==> config.mk <==
export PLATFORM = sky130hd
export DESIGN_NAME = axi4_burst_writer_flat
export DESIGN_NICKNAME = d
export VERILOG_FILES = /design/src/rtl/axi4_burst_writer_if.sv /design/src/rtl/axi4_burst_writer.sv /design/src/flat_wrapper.sv
export SDC_FILE = /design/constraint.sdc
export NUM_CORES = 1
export LEC_CHECK = 0
export CAP_MARGIN = 20
export CORE_MARGIN = 2
export CORE_UTILIZATION = 45
export CTS_CLUSTER_SIZE = 16
export DETAILED_ROUTE_END_ITERATION = 8
export PLACE_DENSITY = 0.84
export SLEW_MARGIN = 20
export SYNTH_ARGS = -nofsm -noshare
export SYNTH_HDL_FRONTEND = slang
export SYNTH_SLANG_ARGS = --single-unit
==> constraint.sdc <==
create_clock -name clk -period 9.8 [get_ports clk]
set_clock_uncertainty 0.15 [all_clocks]
set_input_delay 0.98 -clock clk [delete_from_list [all_inputs] [get_ports clk]]
set_output_delay 0.98 -clock clk [all_outputs]
set_load 0.01 [all_outputs]
==> src/rtl/axi4_burst_writer_if.sv <==
// AXI4 write-side bundle (AW, W, B) shared by the burst writer and its slave.
interface axi4_if #(
  parameter int unsigned ADDR_WIDTH = 32,
  parameter int unsigned DATA_WIDTH = 64,
  parameter int unsigned ID_WIDTH   = 4
);
  localparam int unsigned STRB_WIDTH = DATA_WIDTH / 8;

  logic [ID_WIDTH-1:0]   awid;
  logic [ADDR_WIDTH-1:0] awaddr;
  logic [7:0]            awlen;
  logic [2:0]            awsize;
  logic [1:0]            awburst;
  logic [2:0]            awprot;
  logic                  awvalid;
  logic                  awready;

  logic [DATA_WIDTH-1:0] wdata;
  logic [STRB_WIDTH-1:0] wstrb;
  logic                  wlast;
  logic                  wvalid;
  logic                  wready;

  logic [1:0]            bresp;
  logic                  bvalid;
  logic                  bready;

  modport master (
    output awid, awaddr, awlen, awsize, awburst, awprot, awvalid,
    input  awready,
    output wdata, wstrb, wlast, wvalid,
    input  wready,
    input  bresp, bvalid,
    output bready
  );

  modport slave (
    input  awid, awaddr, awlen, awsize, awburst, awprot, awvalid,
    output awready,
    input  wdata, wstrb, wlast, wvalid,
    output wready,
    output bresp, bvalid,
    input  bready
  );
endinterface

==> src/rtl/axi4_burst_writer.sv <==
// Drains a FWFT FIFO into a circular memory region with variable-length AXI4 INCR
// bursts; splits at 4 KB pages and region end, flushes partial bursts on timeout/request.
module axi4_burst_writer #(
  parameter int unsigned ADDR_WIDTH    = 32,
  parameter int unsigned DATA_WIDTH    = 64,
  parameter int unsigned ID_WIDTH      = 4,
  parameter int unsigned MAX_BURST     = 16,
  parameter int unsigned LEVEL_WIDTH   = 10,
  parameter int unsigned FLUSH_TIMEOUT = 64
) (
  input  logic                   clk,
  input  logic                   rstn,
  input  logic                   enable,
  input  logic                   flush,
  input  logic [ADDR_WIDTH-1:0]  cfg_base_addr,
  input  logic [ADDR_WIDTH-1:0]  cfg_region_bytes,
  input  logic [DATA_WIDTH-1:0]  fifo_data,
  input  logic                   fifo_empty,
  input  logic [LEVEL_WIDTH-1:0] fifo_level,
  output logic                   fifo_rd_en,
  axi4_if.master                 axi4_master_if,
  output logic                   busy,
  output logic                   err,
  output logic [ADDR_WIDTH-1:0]  err_addr,
  output logic [31:0]            bursts_done
);
  localparam int unsigned BYTES = DATA_WIDTH / 8;
  localparam int unsigned SIZE  = $clog2(BYTES);
  localparam int unsigned AW    = ADDR_WIDTH + 1;
  localparam int unsigned LEN_W = $clog2(MAX_BURST + 1);
  localparam int unsigned TMR_W = $clog2(FLUSH_TIMEOUT + 1);

  typedef enum logic [1:0] {S_IDLE, S_ADDR, S_DATA, S_RESP} state_e;

  state_e                state_q, state_d;
  logic [ADDR_WIDTH-1:0] cur_addr_q, cur_addr_d;
  logic [ADDR_WIDTH-1:0] err_addr_q, err_addr_d;
  logic [LEN_W-1:0]      len_q, len_d;
  logic [LEN_W-1:0]      beat_q, beat_d;
  logic [TMR_W-1:0]      timer_q, timer_d;
  logic                  err_q, err_d;
  logic [31:0]           bursts_q, bursts_d;

  logic [AW-1:0] to_4k_c, to_end_c, region_end_c, bnd_c, level_c, addr_nxt_c;
  logic          full_go_c, part_go_c, wvalid_c, wlast_c, w_hs_c;

  // Beats allowed from cur_addr: capped by MAX_BURST, the 4 KB page and the region end
  always_comb begin
    region_end_c = AW'(cfg_base_addr) + AW'(cfg_region_bytes);
    to_4k_c      = (AW'(4096) - AW'(cur_addr_q[11:0])) >> SIZE;
    to_end_c     = (region_end_c - AW'(cur_addr_q)) >> SIZE;
    bnd_c        = AW'(MAX_BURST);
    if (to_4k_c < bnd_c)  bnd_c = to_4k_c;
    if (to_end_c < bnd_c) bnd_c = to_end_c;
    level_c      = AW'(fifo_level);
    addr_nxt_c   = AW'(cur_addr_q) + (AW'(len_q) << SIZE);
  end

  assign full_go_c = enable && (bnd_c != '0) && (level_c >= bnd_c);
  assign part_go_c = enable && (bnd_c != '0) && !fifo_empty &&
                     (flush || (timer_q == TMR_W'(FLUSH_TIMEOUT - 1)));
  assign wvalid_c  = (state_q == S_DATA) && !fifo_empty;
  assign wlast_c   = (state_q == S_DATA) && ((beat_q + LEN_W'(1)) == len_q);
  assign w_hs_c    = wvalid_c && axi4_master_if.wready;

  always_comb begin
    state_d    = state_q;
    cur_addr_d = cur_addr_q;
    err_addr_d = err_addr_q;
    len_d      = len_q;
    beat_d     = beat_q;
    timer_d    = '0;
    err_d      = err_q;
    bursts_d   = bursts_q;

    unique case (state_q)
      S_IDLE: begin
        if (!enable) cur_addr_d = cfg_base_addr;
        if (enable && !fifo_empty && (timer_q != TMR_W'(FLUSH_TIMEOUT - 1)))
          timer_d = timer_q + TMR_W'(1);
        else if (enable && !fifo_empty)
          timer_d = timer_q;
        if (full_go_c) begin
          len_d   = LEN_W'(bnd_c);
          timer_d = '0;
          state_d = S_ADDR;
        end else if (part_go_c) begin
          len_d   = (level_c < bnd_c) ? LEN_W'(level_c) : LEN_W'(bnd_c);
          timer_d = '0;
          state_d = S_ADDR;
        end
      end
      S_ADDR: begin
        if (axi4_master_if.awready) begin
          beat_d  = '0;
          state_d = S_DATA;
        end
      end
      S_DATA: begin
        if (w_hs_c) begin
          if (wlast_c) begin
            beat_d  = '0;
            state_d = S_RESP;
          end else begin
            beat_d = beat_q + LEN_W'(1);
          end
        end
      end
      S_RESP: begin
        if (axi4_master_if.bvalid) begin
          bursts_d = bursts_q + 32'd1;
          if ((axi4_master_if.bresp != 2'b00) && !err_q) begin
            err_d      = 1'b1;
            err_addr_d = cur_addr_q;
          end
          // Wrap to base when the burst ends exactly at the region end
          if (addr_nxt_c == region_end_c) cur_addr_d = cfg_base_addr;
          else                            cur_addr_d = ADDR_WIDTH'(addr_nxt_c);
          state_d = S_IDLE;
        end
      end
      default: state_d = S_IDLE;
    endcase
  end

  always_ff @(posedge clk) begin
    if (!rstn) begin
      state_q    <= S_IDLE;
      cur_addr_q <= '0;
      err_addr_q <= '0;
      len_q      <= '0;
      beat_q     <= '0;
      timer_q    <= '0;
      err_q      <= 1'b0;
      bursts_q   <= '0;
    end else begin
      state_q    <= state_d;
      cur_addr_q <= cur_addr_d;
      err_addr_q <= err_addr_d;
      len_q      <= len_d;
      beat_q     <= beat_d;
      timer_q    <= timer_d;
      err_q      <= err_d;
      bursts_q   <= bursts_d;
    end
  end

  // AW fields come straight from registers, so they hold until AWREADY
  assign axi4_master_if.awid    = '0;
  assign axi4_master_if.awaddr  = cur_addr_q;
  assign axi4_master_if.awlen   = 8'(len_q) - 8'd1;
  assign axi4_master_if.awsize  = 3'(SIZE);
  assign axi4_master_if.awburst = 2'b01;
  assign axi4_master_if.awprot  = 3'b000;
  assign axi4_master_if.awvalid = (state_q == S_ADDR);
  assign axi4_master_if.wdata   = fifo_data;
  assign axi4_master_if.wstrb   = '1;
  assign axi4_master_if.wlast   = wlast_c;
  assign axi4_master_if.wvalid  = wvalid_c;
  assign axi4_master_if.bready  = (state_q == S_RESP);

  assign fifo_rd_en  = w_hs_c;
  assign busy        = (state_q != S_IDLE);
  assign err         = err_q;
  assign err_addr    = err_addr_q;
  assign bursts_done = bursts_q;
endmodule

==> src/flat_wrapper.sv <==
// flat-port wrapper written by rule: the top's interface ports become plain ports
module axi4_burst_writer_flat 
#(
  parameter int unsigned ADDR_WIDTH    = 32,
  parameter int unsigned DATA_WIDTH    = 64,
  parameter int unsigned ID_WIDTH      = 4,
  parameter int unsigned MAX_BURST     = 16,
  parameter int unsigned LEVEL_WIDTH   = 10,
  parameter int unsigned FLUSH_TIMEOUT = 64
)
  (clk, rstn, enable, flush, cfg_base_addr, cfg_region_bytes, fifo_data, fifo_empty, fifo_level, fifo_rd_en, busy, err, err_addr, bursts_done, axi4_master_if_awid, axi4_master_if_awaddr, axi4_master_if_awlen, axi4_master_if_awsize, axi4_master_if_awburst, axi4_master_if_awprot, axi4_master_if_awvalid, axi4_master_if_awready, axi4_master_if_wdata, axi4_master_if_wstrb, axi4_master_if_wlast, axi4_master_if_wvalid, axi4_master_if_wready, axi4_master_if_bresp, axi4_master_if_bvalid, axi4_master_if_bready);
  axi4_if #(.ADDR_WIDTH(ADDR_WIDTH), .DATA_WIDTH(DATA_WIDTH), .ID_WIDTH(ID_WIDTH)) axi4_master_if_i ();
  input  logic clk;
  input  logic rstn;
  input  logic enable;
  input  logic flush;
  input  logic [ADDR_WIDTH-1:0] cfg_base_addr;
  input  logic [ADDR_WIDTH-1:0] cfg_region_bytes;
  input  logic [DATA_WIDTH-1:0] fifo_data;
  input  logic fifo_empty;
  input  logic [LEVEL_WIDTH-1:0] fifo_level;
  output logic fifo_rd_en;
  output logic busy;
  output logic err;
  output logic [ADDR_WIDTH-1:0] err_addr;
  output logic [31:0] bursts_done;
  output wire logic [$bits(axi4_master_if_i.awid)-1:0] axi4_master_if_awid;
  output wire logic [$bits(axi4_master_if_i.awaddr)-1:0] axi4_master_if_awaddr;
  output wire logic [$bits(axi4_master_if_i.awlen)-1:0] axi4_master_if_awlen;
  output wire logic [$bits(axi4_master_if_i.awsize)-1:0] axi4_master_if_awsize;
  output wire logic [$bits(axi4_master_if_i.awburst)-1:0] axi4_master_if_awburst;
  output wire logic [$bits(axi4_master_if_i.awprot)-1:0] axi4_master_if_awprot;
  output wire logic [$bits(axi4_master_if_i.awvalid)-1:0] axi4_master_if_awvalid;
  input wire logic [$bits(axi4_master_if_i.awready)-1:0] axi4_master_if_awready;
  output wire logic [$bits(axi4_master_if_i.wdata)-1:0] axi4_master_if_wdata;
  output wire logic [$bits(axi4_master_if_i.wstrb)-1:0] axi4_master_if_wstrb;
  output wire logic [$bits(axi4_master_if_i.wlast)-1:0] axi4_master_if_wlast;
  output wire logic [$bits(axi4_master_if_i.wvalid)-1:0] axi4_master_if_wvalid;
  input wire logic [$bits(axi4_master_if_i.wready)-1:0] axi4_master_if_wready;
  input wire logic [$bits(axi4_master_if_i.bresp)-1:0] axi4_master_if_bresp;
  input wire logic [$bits(axi4_master_if_i.bvalid)-1:0] axi4_master_if_bvalid;
  output wire logic [$bits(axi4_master_if_i.bready)-1:0] axi4_master_if_bready;
  assign axi4_master_if_awid = axi4_master_if_i.awid;
  assign axi4_master_if_awaddr = axi4_master_if_i.awaddr;
  assign axi4_master_if_awlen = axi4_master_if_i.awlen;
  assign axi4_master_if_awsize = axi4_master_if_i.awsize;
  assign axi4_master_if_awburst = axi4_master_if_i.awburst;
  assign axi4_master_if_awprot = axi4_master_if_i.awprot;
  assign axi4_master_if_awvalid = axi4_master_if_i.awvalid;
  assign axi4_master_if_i.awready = axi4_master_if_awready;
  assign axi4_master_if_wdata = axi4_master_if_i.wdata;
  assign axi4_master_if_wstrb = axi4_master_if_i.wstrb;
  assign axi4_master_if_wlast = axi4_master_if_i.wlast;
  assign axi4_master_if_wvalid = axi4_master_if_i.wvalid;
  assign axi4_master_if_i.wready = axi4_master_if_wready;
  assign axi4_master_if_i.bresp = axi4_master_if_bresp;
  assign axi4_master_if_i.bvalid = axi4_master_if_bvalid;
  assign axi4_master_if_bready = axi4_master_if_i.bready;
  axi4_burst_writer #(.ADDR_WIDTH(ADDR_WIDTH), .DATA_WIDTH(DATA_WIDTH), .ID_WIDTH(ID_WIDTH), .MAX_BURST(MAX_BURST), .LEVEL_WIDTH(LEVEL_WIDTH), .FLUSH_TIMEOUT(FLUSH_TIMEOUT)) u_core (.clk(clk), .rstn(rstn), .enable(enable), .flush(flush), .cfg_base_addr(cfg_base_addr), .cfg_region_bytes(cfg_region_bytes), .fifo_data(fifo_data), .fifo_empty(fifo_empty), .fifo_level(fifo_level), .fifo_rd_en(fifo_rd_en), .axi4_master_if(axi4_master_if_i), .busy(busy), .err(err), .err_addr(err_addr), .bursts_done(bursts_done));
endmodule
======== Word level (Yosys, flattened, before mapping) ========
Cells that the tools add are included.
Widths: inputs -> output; s select.
storage, ports and cells
  flip-flop bits (word level) ............. 116
  input bits .............................. 148
  output and inout bits ................... 195
  word-level logic and storage cells ...... 85
cells by class
  $add $sub $neg .......................... 8
  $lt $le $gt $ge ......................... 4
  eq/ne operators ......................... 14
  multiplexer cells ....................... 22
  bitwise logic cells ..................... 2
  reduce and logical (&&, ||, !) cells .... 27
operators by type and width
  kind                    number
  $mux 32                 3
  $pmux 32 s2             1
  $add 32x32->33          1
  $add 32x8->33           1
  $eq 33x33->1            1
  $ge 10x33->1            1
  $lt 10x33->1            1
  $lt 30x33->1            1
  $mux 33                 1
  $reduce_bool 33->1      1
  $sub 33x32->33          1
  $add 32x1->32 const B   1
  $lt 30x5->1 const B     1
  $mux 30                 1
  $mux 5                  6
  $mux 7                  2
  $sub 13x12->14 const A  1
  $mux 2                  6
  $logic_and 1x1->1       10
  $ne 2x2->1 const B      5
  $pmux 5 s2              1
  $reduce_bool 2->1       5
  $reduce_and 3->1        3
  $pmux 2 s4              1
  17 further kinds        21

======== Logic depth before layout (Yosys ltp) ========
Gate-level depths: netlist of the first run.
  word-level depth ........................ 12
  mapped depth ............................ 40
  gate-level depth less buffers ........... 38

======== Worst setup path before layout of the first run ========
Ideal clock, no wire load.
  kind .................................... input -> register
  from .................................... input cfg_base_addr[3]
  to ...................................... register u_core.len_q[3]
  setup time .............................. 75 ps
  arrival ................................. 7,347 ps
  data required time ...................... 9,575 ps
  slack ................................... 2,228 ps
  stages .................................. 34
  path buffers ............................ 1
  cell sequence ........................... ha_1 or2_2 o211a_1 or3_1 a21oi_1 xnor2_1 ha_1 nand2_1 nor2_1 o211ai_1 nor2b_1 xnor2_1 ha_1 a21oi_1 o21ai_0 a211o_1 o211ai_1 nand4_1 nor4_1 nand4_1 nor4_4 clkbuf_1 a21oi_1 ha_1 nor2b_1 o21a_1 o21ai_0 nand2b_1 a21oi_1 o21ai_0 a21oi_1 o31a_1 mux2_2 o22ai_1
between the ends
  cells in the longest elaborated chain, start to end .. 10
  elaborated cells between the ends (all ways) .. 16
  classes of those cells .................. add/sub (2); order compare (3); mux (4); reduce/logical (7)
ends and longest elaborated chain
  item                                                                  RTL line                  text
  from (decl)                                                           flat_wrapper.sv:17        input logic [ADDR_WIDTH-1:0] cfg_base_addr;
  $add 32x32->33 (*)                                                    axi4_burst_writer.sv:49   region_end_c = AW'(cfg_base_addr) + AW'(cfg_region_bytes);
  $sub 33x32->33 (*)                                                    axi4_burst_writer.sv:51   to_end_c = (region_end_c - AW'(cur_addr_q)) >> SIZE;
  $lt 30x33->1                                                          axi4_burst_writer.sv:54   if (to_end_c < bnd_c) bnd_c = to_end_c;
  $mux 33 (*)                                                           axi4_burst_writer.sv:54
  parallel branches: the longest is 6 deep, another holds $lt 10x33->1  n/a
  to (signal assigned)                                                  axi4_burst_writer.sv:140  len_q <= len_d;
  to (decl)                                                             axi4_burst_writer.sv:38   logic [LEN_W-1:0] len_q, len_d;
Mark *: on every way between the ends. The select of a mux whose other input is x is not followed.
A chain may end at the register's enable or synchronous reset.

======== Worst setup path after layout of the first run ========
  from .................................... input cfg_base_addr[0]
  to ...................................... register u_core.len_q[3]
The elaborated chain is that of the path after synthesis.

==> reports/qor_table.md, run 1 <==
| Parameter | This run |
|---|---|
| Critical path arrival | 9.26 ns |
| Power after layout | 0.00348 W |
| Clock-pin transition on the worst setup and hold timing paths | 0.06 ns |
| Count of standard-cell rows | 60 |
| Clk Tree Root Cell | sky130_fd_sc_hd__clkbuf_16 |
| Via count of the first global-routing pass | 12,200 |
| Die boundary height | 169 µm |
| Starting density of the core | 45.6% |
| Summed instance area of the synthesized netlist | 0.0123 mm² |
| TritonCTS clock tree | yes |
| HPWL reported at the end of detailed placement | 33.5 mm |
| Vias per cell | 6.22 |
| Number of primary I/O pins | 343 |
| Setup CP Type | in -> reg |
| Cell area reported after detailed placement | 0.0138 mm² |
| Synthesized flop and latch total | 116 |
| Beginning of the critical path | cfg_base_addr[0] |
| Primary flip-flop cell chosen by synthesis mapping | sky130_fd_sc_hd__dfxtp_1 |
| Number of iterations in the first detailed-routing pass | 8 |
| GR Overflow Total | 0 |
| Global-route wire length before repair | 66.3 mm |
| Number of endpoints failing setup at the final stage | 0 |
| Portion of synthesized cell area occupied by the leading cell type | 19.0% |
| Share of final-layout standard cells stronger than drive strength 1 | 4.14% |
| Data required time of the worst path | 9.99 ns |
| Reg-to-Reg Start | u_core.axi4_master_if.awaddr[4]$_SDFFE_PN0P_ |
| Count of final hold-check violations | 0 |
| Number of design rule violations left after detail routing | 0 |
| Hold wc startpoint | u_core.err_addr[28]$_SDFFE_PN0P_ |
| Number of H-tree levels | 4 |
| Min cycle time layout | 9.07 ns |
| Die footprint | 0.0286 mm² |
| Per-instance average area after synthesis | 7.32 µm² |
| Biggest fanout along the worst timing path | 10 |
| Num Clock Sinks | 116 |
| CTS buffer count | 17 |
| Post-route fraction of the period consumed by the critical path | 92.5% |
| Post-synth ARST share | 0% |
| Maximum clock frequency | 110 MHz |
| Most common library cells after synthesis | sky130_fd_sc_hd__nand2_1, sky130_fd_sc_hd__a21oi_1, sky130_fd_sc_hd__nor2_1 |
| Max Slew Vio Count | 0 |
| 1st-iter DRT viols | 1,209 |
| Library cell contributing the largest single delay on the critical path | sky130_fd_sc_hd__a211oi_1 |
| Maxcap violations | 0 |
| Largest voltage drop on the vdd net | 0.151 mV |
| Sum Neg Setup Slack | 0 ns |
| Growth of design area from synthesis to finish | 17.1% |
| Hold_buf cts | 0 |
| Clock latency reported for the late side of the worst-skew pair | 0.43 ns |
| Number of enable-type register cells in the synthesized netlist | 0 |
| Reported leakage power | 5.40 nW |
| Count of unique library cells instantiated by Yosys | 86 |
| Least-Margin Pin Slew | 0.868 ns |
| Final Wtd Congestion | 1.04 |
| WL per Instance | 20.5 µm |
| Critical path launch point type | input pin |
| Setup repair after global routing missed its margin | no |
| Max transition margin | 41.8% |
| Number of setup buffers added after CTS | 0 |
| Combined global-route utilization of all metal layers | 29.3% |
| Outcome | completed |
| Maximum single-stage delay on the critical path | 0.69 ns |
| Final net count | 1,999 |
| Die width | 169 µm |
| Antenna cells | 0 |
| Vias after detailed routing | 13,100 |
| Total wire length | 43.1 mm |
| Count leader, synth | sky130_fd_sc_hd__nand2_1 |
| Synth Instances | 1,675 |
| Fill cells | 2,505 |
| Ys Warns | 0 |
| Pin count of the biggest net entering global routing | 57 |
| Antenna violations before repair | 0 |
| Power density over the cells | 243 mW/mm² |
| Synth area leader | sky130_fd_sc_hd__dfxtp_1 |
| Std-Cell Core Area | 0.0269 mm² |
| Dominant cells by area after synthesis | sky130_fd_sc_hd__dfxtp_1, sky130_fd_sc_hd__ha_1, sky130_fd_sc_hd__nand2_1, sky130_fd_sc_hd__a21oi_1, sky130_fd_sc_hd__xnor2_1 |
| Post-DRT Antenna Nets | 0 |
| Buffer levels on the longest clock path | 2 |
| Buffers on Ports | 194 |
| Endpoint kind of the worst setup timing path | register |
| Cts repair resizes | 0 |
| Hold crit path type | reg -> reg |
| Final standard cell area without fillers | 0.0143 mm² |
| Sequential-to-total area share from yosys stat | 19.0% |
-- where the power goes --
part / total (W) / switching (W) / internal (W)
logic: 0.00215 / 0.00132 / 0.000831
registers: 0.000687 / 0.000156 / 0.000531
clock network: 0.000647 / 0.000248 / 0.000399
-- cells in the final DEF, fill, tap and decap left out, types with 14 or more instances in the layout --
master,synthesis,layout
sky130_fd_sc_hd__a211oi_1,19,19
sky130_fd_sc_hd__a21o_1,23,23
sky130_fd_sc_hd__a21oi_1,145,145
sky130_fd_sc_hd__a31oi_1,20,20
sky130_fd_sc_hd__and3_1,22,22
sky130_fd_sc_hd__clkbuf_16,0,17
sky130_fd_sc_hd__clkdlybuf4s50_1,0,193
sky130_fd_sc_hd__conb_1,2,25
sky130_fd_sc_hd__dfxtp_1,116,116
sky130_fd_sc_hd__ha_1,97,97
sky130_fd_sc_hd__inv_1,69,69
sky130_fd_sc_hd__mux2i_1,15,15
sky130_fd_sc_hd__nand2_1,202,202
sky130_fd_sc_hd__nand2b_1,15,15
sky130_fd_sc_hd__nand3_1,69,69
sky130_fd_sc_hd__nand4_1,50,50
sky130_fd_sc_hd__nor2_1,145,145
sky130_fd_sc_hd__nor3_1,31,29
sky130_fd_sc_hd__nor4_1,26,26
sky130_fd_sc_hd__o211ai_1,18,18
sky130_fd_sc_hd__o21a_1,14,14
sky130_fd_sc_hd__o21ai_0,79,79
sky130_fd_sc_hd__xnor2_1,76,76
sky130_fd_sc_hd__xor2_1,44,44
-- state kept, by name (all words and copies together) (netlist names) --
name and flops:
u_core.axi4_master_if.awaddr 32, u_core.bursts_done 32, u_core.err_addr 32, u_core.timer_q 7
u_core.beat_q 5, u_core.len_q 5, u_core.state_q 2, u_core.err 1
-- cell type report --
class	instances	area [µm²]	area share (%)
tap	341	427	2.97
sequential	116	2320	16.2
clock buffer	19	433	3.02
multi-input combinational	1343	8730	60.9
inverter	70	263	1.83
clock inverter	13	159	1.11
timing repair buffer	204	2010	14.0
-- routing by layer --
metal | vias up | global-route usage, % | routed length [µm]
met3 | 115 | 7.90 | 4500
li1 | 6100 | - | -
met2 | 694 | 46.1 | 19000
met4 | 0 | 12.5 | 1690
met1 | 6181 | 37.8 | 17900
met5 | - | 0 | 0
-- worst paths after layout --
check	endpoint	slack, ns	depth (start not counted)
max	u_core.len_q[3]$_SDFFE_PN0P_	0.73	35
min reg2reg	u_core.err_addr[28]$_SDFFE_PN0P_	0.30	2
min	u_core.err_addr[28]$_SDFFE_PN0P_	0.30	2
max reg2reg	u_core.len_q[3]$_SDFFE_PN0P_	2.39	29
-- cell families after synthesis --
| logic type | after synthesis | share of synthesized area [%] |
|---|---|---|
| adders and majority gates | 99 | 10.2 |
| other | 2 | 0.0613 |
| AOI/OAI and AO/OA | 421 | 21.9 |
| xor gates and xnor gates | 131 | 10.6 |
| muxes | 20 | 1.68 |
| buffers and inverters | 239 | 10.6 |
| and+or+nand+nor | 647 | 26.0 |
| DFF | 116 | 19.0 |
-- critical path: cells and delay by family --
family | cells | cell delay [ns]
XOR/XNOR | 1 | 0.37
adder cells (fa/ha/maj) | 5 | 1.64
buffers and inverters | 2 | 0.56
AO/OA/AOI/OAI | 15 | 3.32
AND/OR/NAND/NOR | 11 | 2.03
multiplexers | 1 | 0.36
-- metrics by stage --
step	instances	utilization [%]	setup WS, ns	hold slack [ns]
after floorplan	1698	-	2.23	0.268
after detailed placement	2074	51.2	0.477	0.290
after CTS	2106	53.4	0.886	0.306
final	2106	53.4	0.731	0.304
after global routing	2106	53.4	0.0199	0.330
after global placement	2074	51.2	0.549	0.279
No activity file was read; power rests on OpenSTA's default activity.
==> run 2: changes to the inputs <==
--- a/config.mk
+++ b/config.mk
@@ -8,8 +8,10 @@
 export CAP_MARGIN = 20
 export CORE_MARGIN = 2
 export CORE_UTILIZATION = 45
+export CTS_CLUSTER_DIAMETER = 50
 export CTS_CLUSTER_SIZE = 16
 export DETAILED_ROUTE_END_ITERATION = 8
+export GPL_ROUTABILITY_DRIVEN = 0
 export PLACE_DENSITY = 0.84
 export SLEW_MARGIN = 20
 export SYNTH_ARGS = -nofsm -noshare
==> run 2 against run 1 <==
Register-to-register slack got worse by 0.17 ns; critical path depth is 1 higher; fmax is 0.65% lower; die area unchanged; clock power rose by 6.3%; critical path type unchanged.
==> reports/qor_table.md, run 2 (same netlist as run 1, synthesis figures left out) <==
| Parameter | This run |
|---|---|
| Global-route wire length before repair | 64.7 mm |
| Hold wc startpoint | u_core.timer_q[6]$_SDFFE_PP0P_ |
| Pin count of the biggest net entering global routing | 65 |
| Max Slew Vio Count | 0 |
| Number of endpoints failing setup at the final stage | 0 |
| Number of H-tree levels | 4 |
| Vias per cell | 6.30 |
| Outcome | completed |
| TritonCTS clock tree | yes |
| Total area of multi-input combinational cells | 0.00874 mm² |
| Reg-to-reg setup timing slack | 2.22 ns |
| Die width | 169 µm |
| Maximum clock frequency | 110 MHz |
| Critical path arrival | 9.33 ns |
| Maxcap violations | 0 |
| 1st-iter DRT viols | 1,527 |
| Clk Tree Root Cell | sky130_fd_sc_hd__clkbuf_16 |
| Combined global-route utilization of all metal layers | 28.3% |
| Max transition margin | 39.7% |
| Buffers on Ports | 194 |
| Most frequent CP cell | sky130_fd_sc_hd__a21oi_1 |
| Hold-critical path depth | 2 |
| Share of final-layout standard cells stronger than drive strength 1 | 3.98% |
| Maximum single-stage delay on the critical path | 0.67 ns |
| Biggest fanout along the worst timing path | 11 |
| Std-Cell Core Area | 0.0269 mm² |
| Starting density of the core | 45.6% |
| Clock-pin transition on the worst setup and hold timing paths | 0.06 ns |
| CTS buffer count | 17 |
| Endpoint of the lowest-slack register-to-register path | u_core.timer_q[1]$_SDFFE_PP0P_ |
| Reg-to-Reg Start | u_core.axi4_master_if.awaddr[4]$_SDFFE_PN0P_ |
| Final net count | 1,995 |
| Die footprint | 0.0286 mm² |
| Library cell contributing the largest single delay on the critical path | sky130_fd_sc_hd__a211oi_1 |
| Depth of the worst register-to-register path | 30 |
| Sum Neg Setup Slack | 0 ns |
| Seq. cell area | 0.00232 mm² |
| Hold_buf cts | 0 |
| Num Clock Sinks | 116 |
| Growth of design area from synthesis to finish | 17.3% |
| GR Overflow Total | 0 |
| Critical path launch point type | input pin |
| Via count of the first global-routing pass | 12,400 |
| Placed Cells incl. Taps | 2,070 |
| Number of standard cells in the final layout excluding fillers | 2,102 |
| Post-DRT Antenna Nets | 0 |
| Antenna violations before repair | 1 |
| Vias after detailed routing | 13,200 |
| Most used cells in the layout excluding fill and tap cells | sky130_fd_sc_hd__nand2_1, sky130_fd_sc_hd__clkdlybuf4s50_1, sky130_fd_sc_hd__nor2_1, sky130_fd_sc_hd__a21oi_1, sky130_fd_sc_hd__dfxtp_1 |
| Die boundary height | 169 µm |
| Post-route fraction of the period consumed by the critical path | 93.2% |
| Number of primary I/O pins | 343 |
| Number of setup buffers added after CTS | 0 |
| Count of final hold-check violations | 0 |
| Antenna cells | 0 |
| Power density over the cells | 243 mW/mm² |
| Most common library cell in the layout ignoring fill and taps | sky130_fd_sc_hd__nand2_1 |
| Hold crit path type | reg -> reg |
| Least-Margin Pin Slew | 0.894 ns |
| Number of iterations in the first detailed-routing pass | 6 |
| Min cycle time layout | 9.13 ns |
| WL per Instance | 19.9 µm |
| Total wire length | 41.9 mm |
| Setup CP Type | in -> reg |
| Fill cells | 2,431 |
| Reported leakage power | 5.41 nW |
| Cts repair resizes | 0 |
| Data required time of the worst path | 10.00 ns |
| Capture endpoint of the worst hold path | u_core.timer_q[6]$_SDFFE_PP0P_ |
| Number of design rule violations left after detail routing | 0 |
| Clock latency reported for the late side of the worst-skew pair | 0.44 ns |
| HPWL reported at the end of detailed placement | 32.3 mm |
| Setup repair after global routing missed its margin | no |
| Count of standard-cell rows | 60 |
| Largest voltage drop on the vdd net | 0.172 mV |
| Endpoint kind of the worst setup timing path | register |
| Buffer levels on the longest clock path | 2 |
==> run 2: cell types whose count changed in the layout (fill, tap and decap cells not counted), sizes merged <==
cell,delta
buf,-4
bufinv,+1
clkbuf,+2
clkinv,-2
clkinvlp,-1
==> run 2: per-stage QoR <==
step	util, %	setup WS (ns)	instance area [µm²]	hold WS [ns]	power, W
floorplan	-	2.23	12300	0.268	0.00212
global placement	51.1	0.864	13700	0.277	0.00266
detailed placement	51.1	0.701	13700	0.281	0.00270
CTS	53.4	0.987	14400	0.300	0.00340
global route	53.5	0.137	14400	0.316	0.00367
finish	53.5	0.671	14400	0.301	0.00350
==> run 2: per-layer routing <==
| layer | vias up | share of wire (%) | global-route usage, % |
|---|---|---|---|
| li1 | 6097 | - | - |
| met5 | - | 0.031 | 0 |
| met2 | 847 | 44 | 45.5 |
| met1 | 6104 | 38 | 33.7 |
| met3 | 193 | 12 | 8.98 |
| met4 | 2 | 5.9 | 15.7 |
==> run 2: critical path: cells and delay by family <==
family	cells	cell delay, ns
adders and majority gates	5	1.59
buffers and inverters	2	0.56
xor gates and xnor gates	1	0.25
and+or+nand+nor	13	2.60
AOI/OAI and AO/OA	15	3.34
==> run 2: worst max path at each step <==
| stage | depth (start not counted) | from | slack, ns | end |
|---|---|---|---|---|
| after floorplan | 34 | cfg_base_addr[3] | 2.23 | u_core.len_q[3]$_SDFFE_PN0P_ |
| after CTS | 36 | cfg_base_addr[0] | 0.99 | u_core.timer_q[1]$_SDFFE_PP0P_ |
| after global placement | 36 | cfg_base_addr[0] | 0.86 | u_core.timer_q[1]$_SDFFE_PP0P_ |
| after global routing | 36 | cfg_base_addr[0] | 0.14 | u_core.timer_q[1]$_SDFFE_PP0P_ |
| after detailed placement | 36 | cfg_base_addr[0] | 0.70 | u_core.timer_q[1]$_SDFFE_PP0P_ |
| final | 36 | cfg_base_addr[0] | 0.67 | u_core.timer_q[1]$_SDFFE_PP0P_ |
==> run 2: cell type report <==
type                    count  area share (%)
repair buffers            200            13.8
flip-flops and latches    116            16.2
clock inverters            11            1.22
clock buffers              21            3.20
inverters                  70            1.83
multi-input cells        1343            60.8
well taps                 341            2.97
==> run 2: power breakdown <==
group	switching, W	total, W	leakage [nW]	internal [W]
registers	0.000150	0.000681	0.941	0.000531
logic	0.00130	0.00213	4.16	0.000828
clock network	0.000248	0.000688	0.304	0.000440
total	0.00170	0.00350	5.41	0.00180
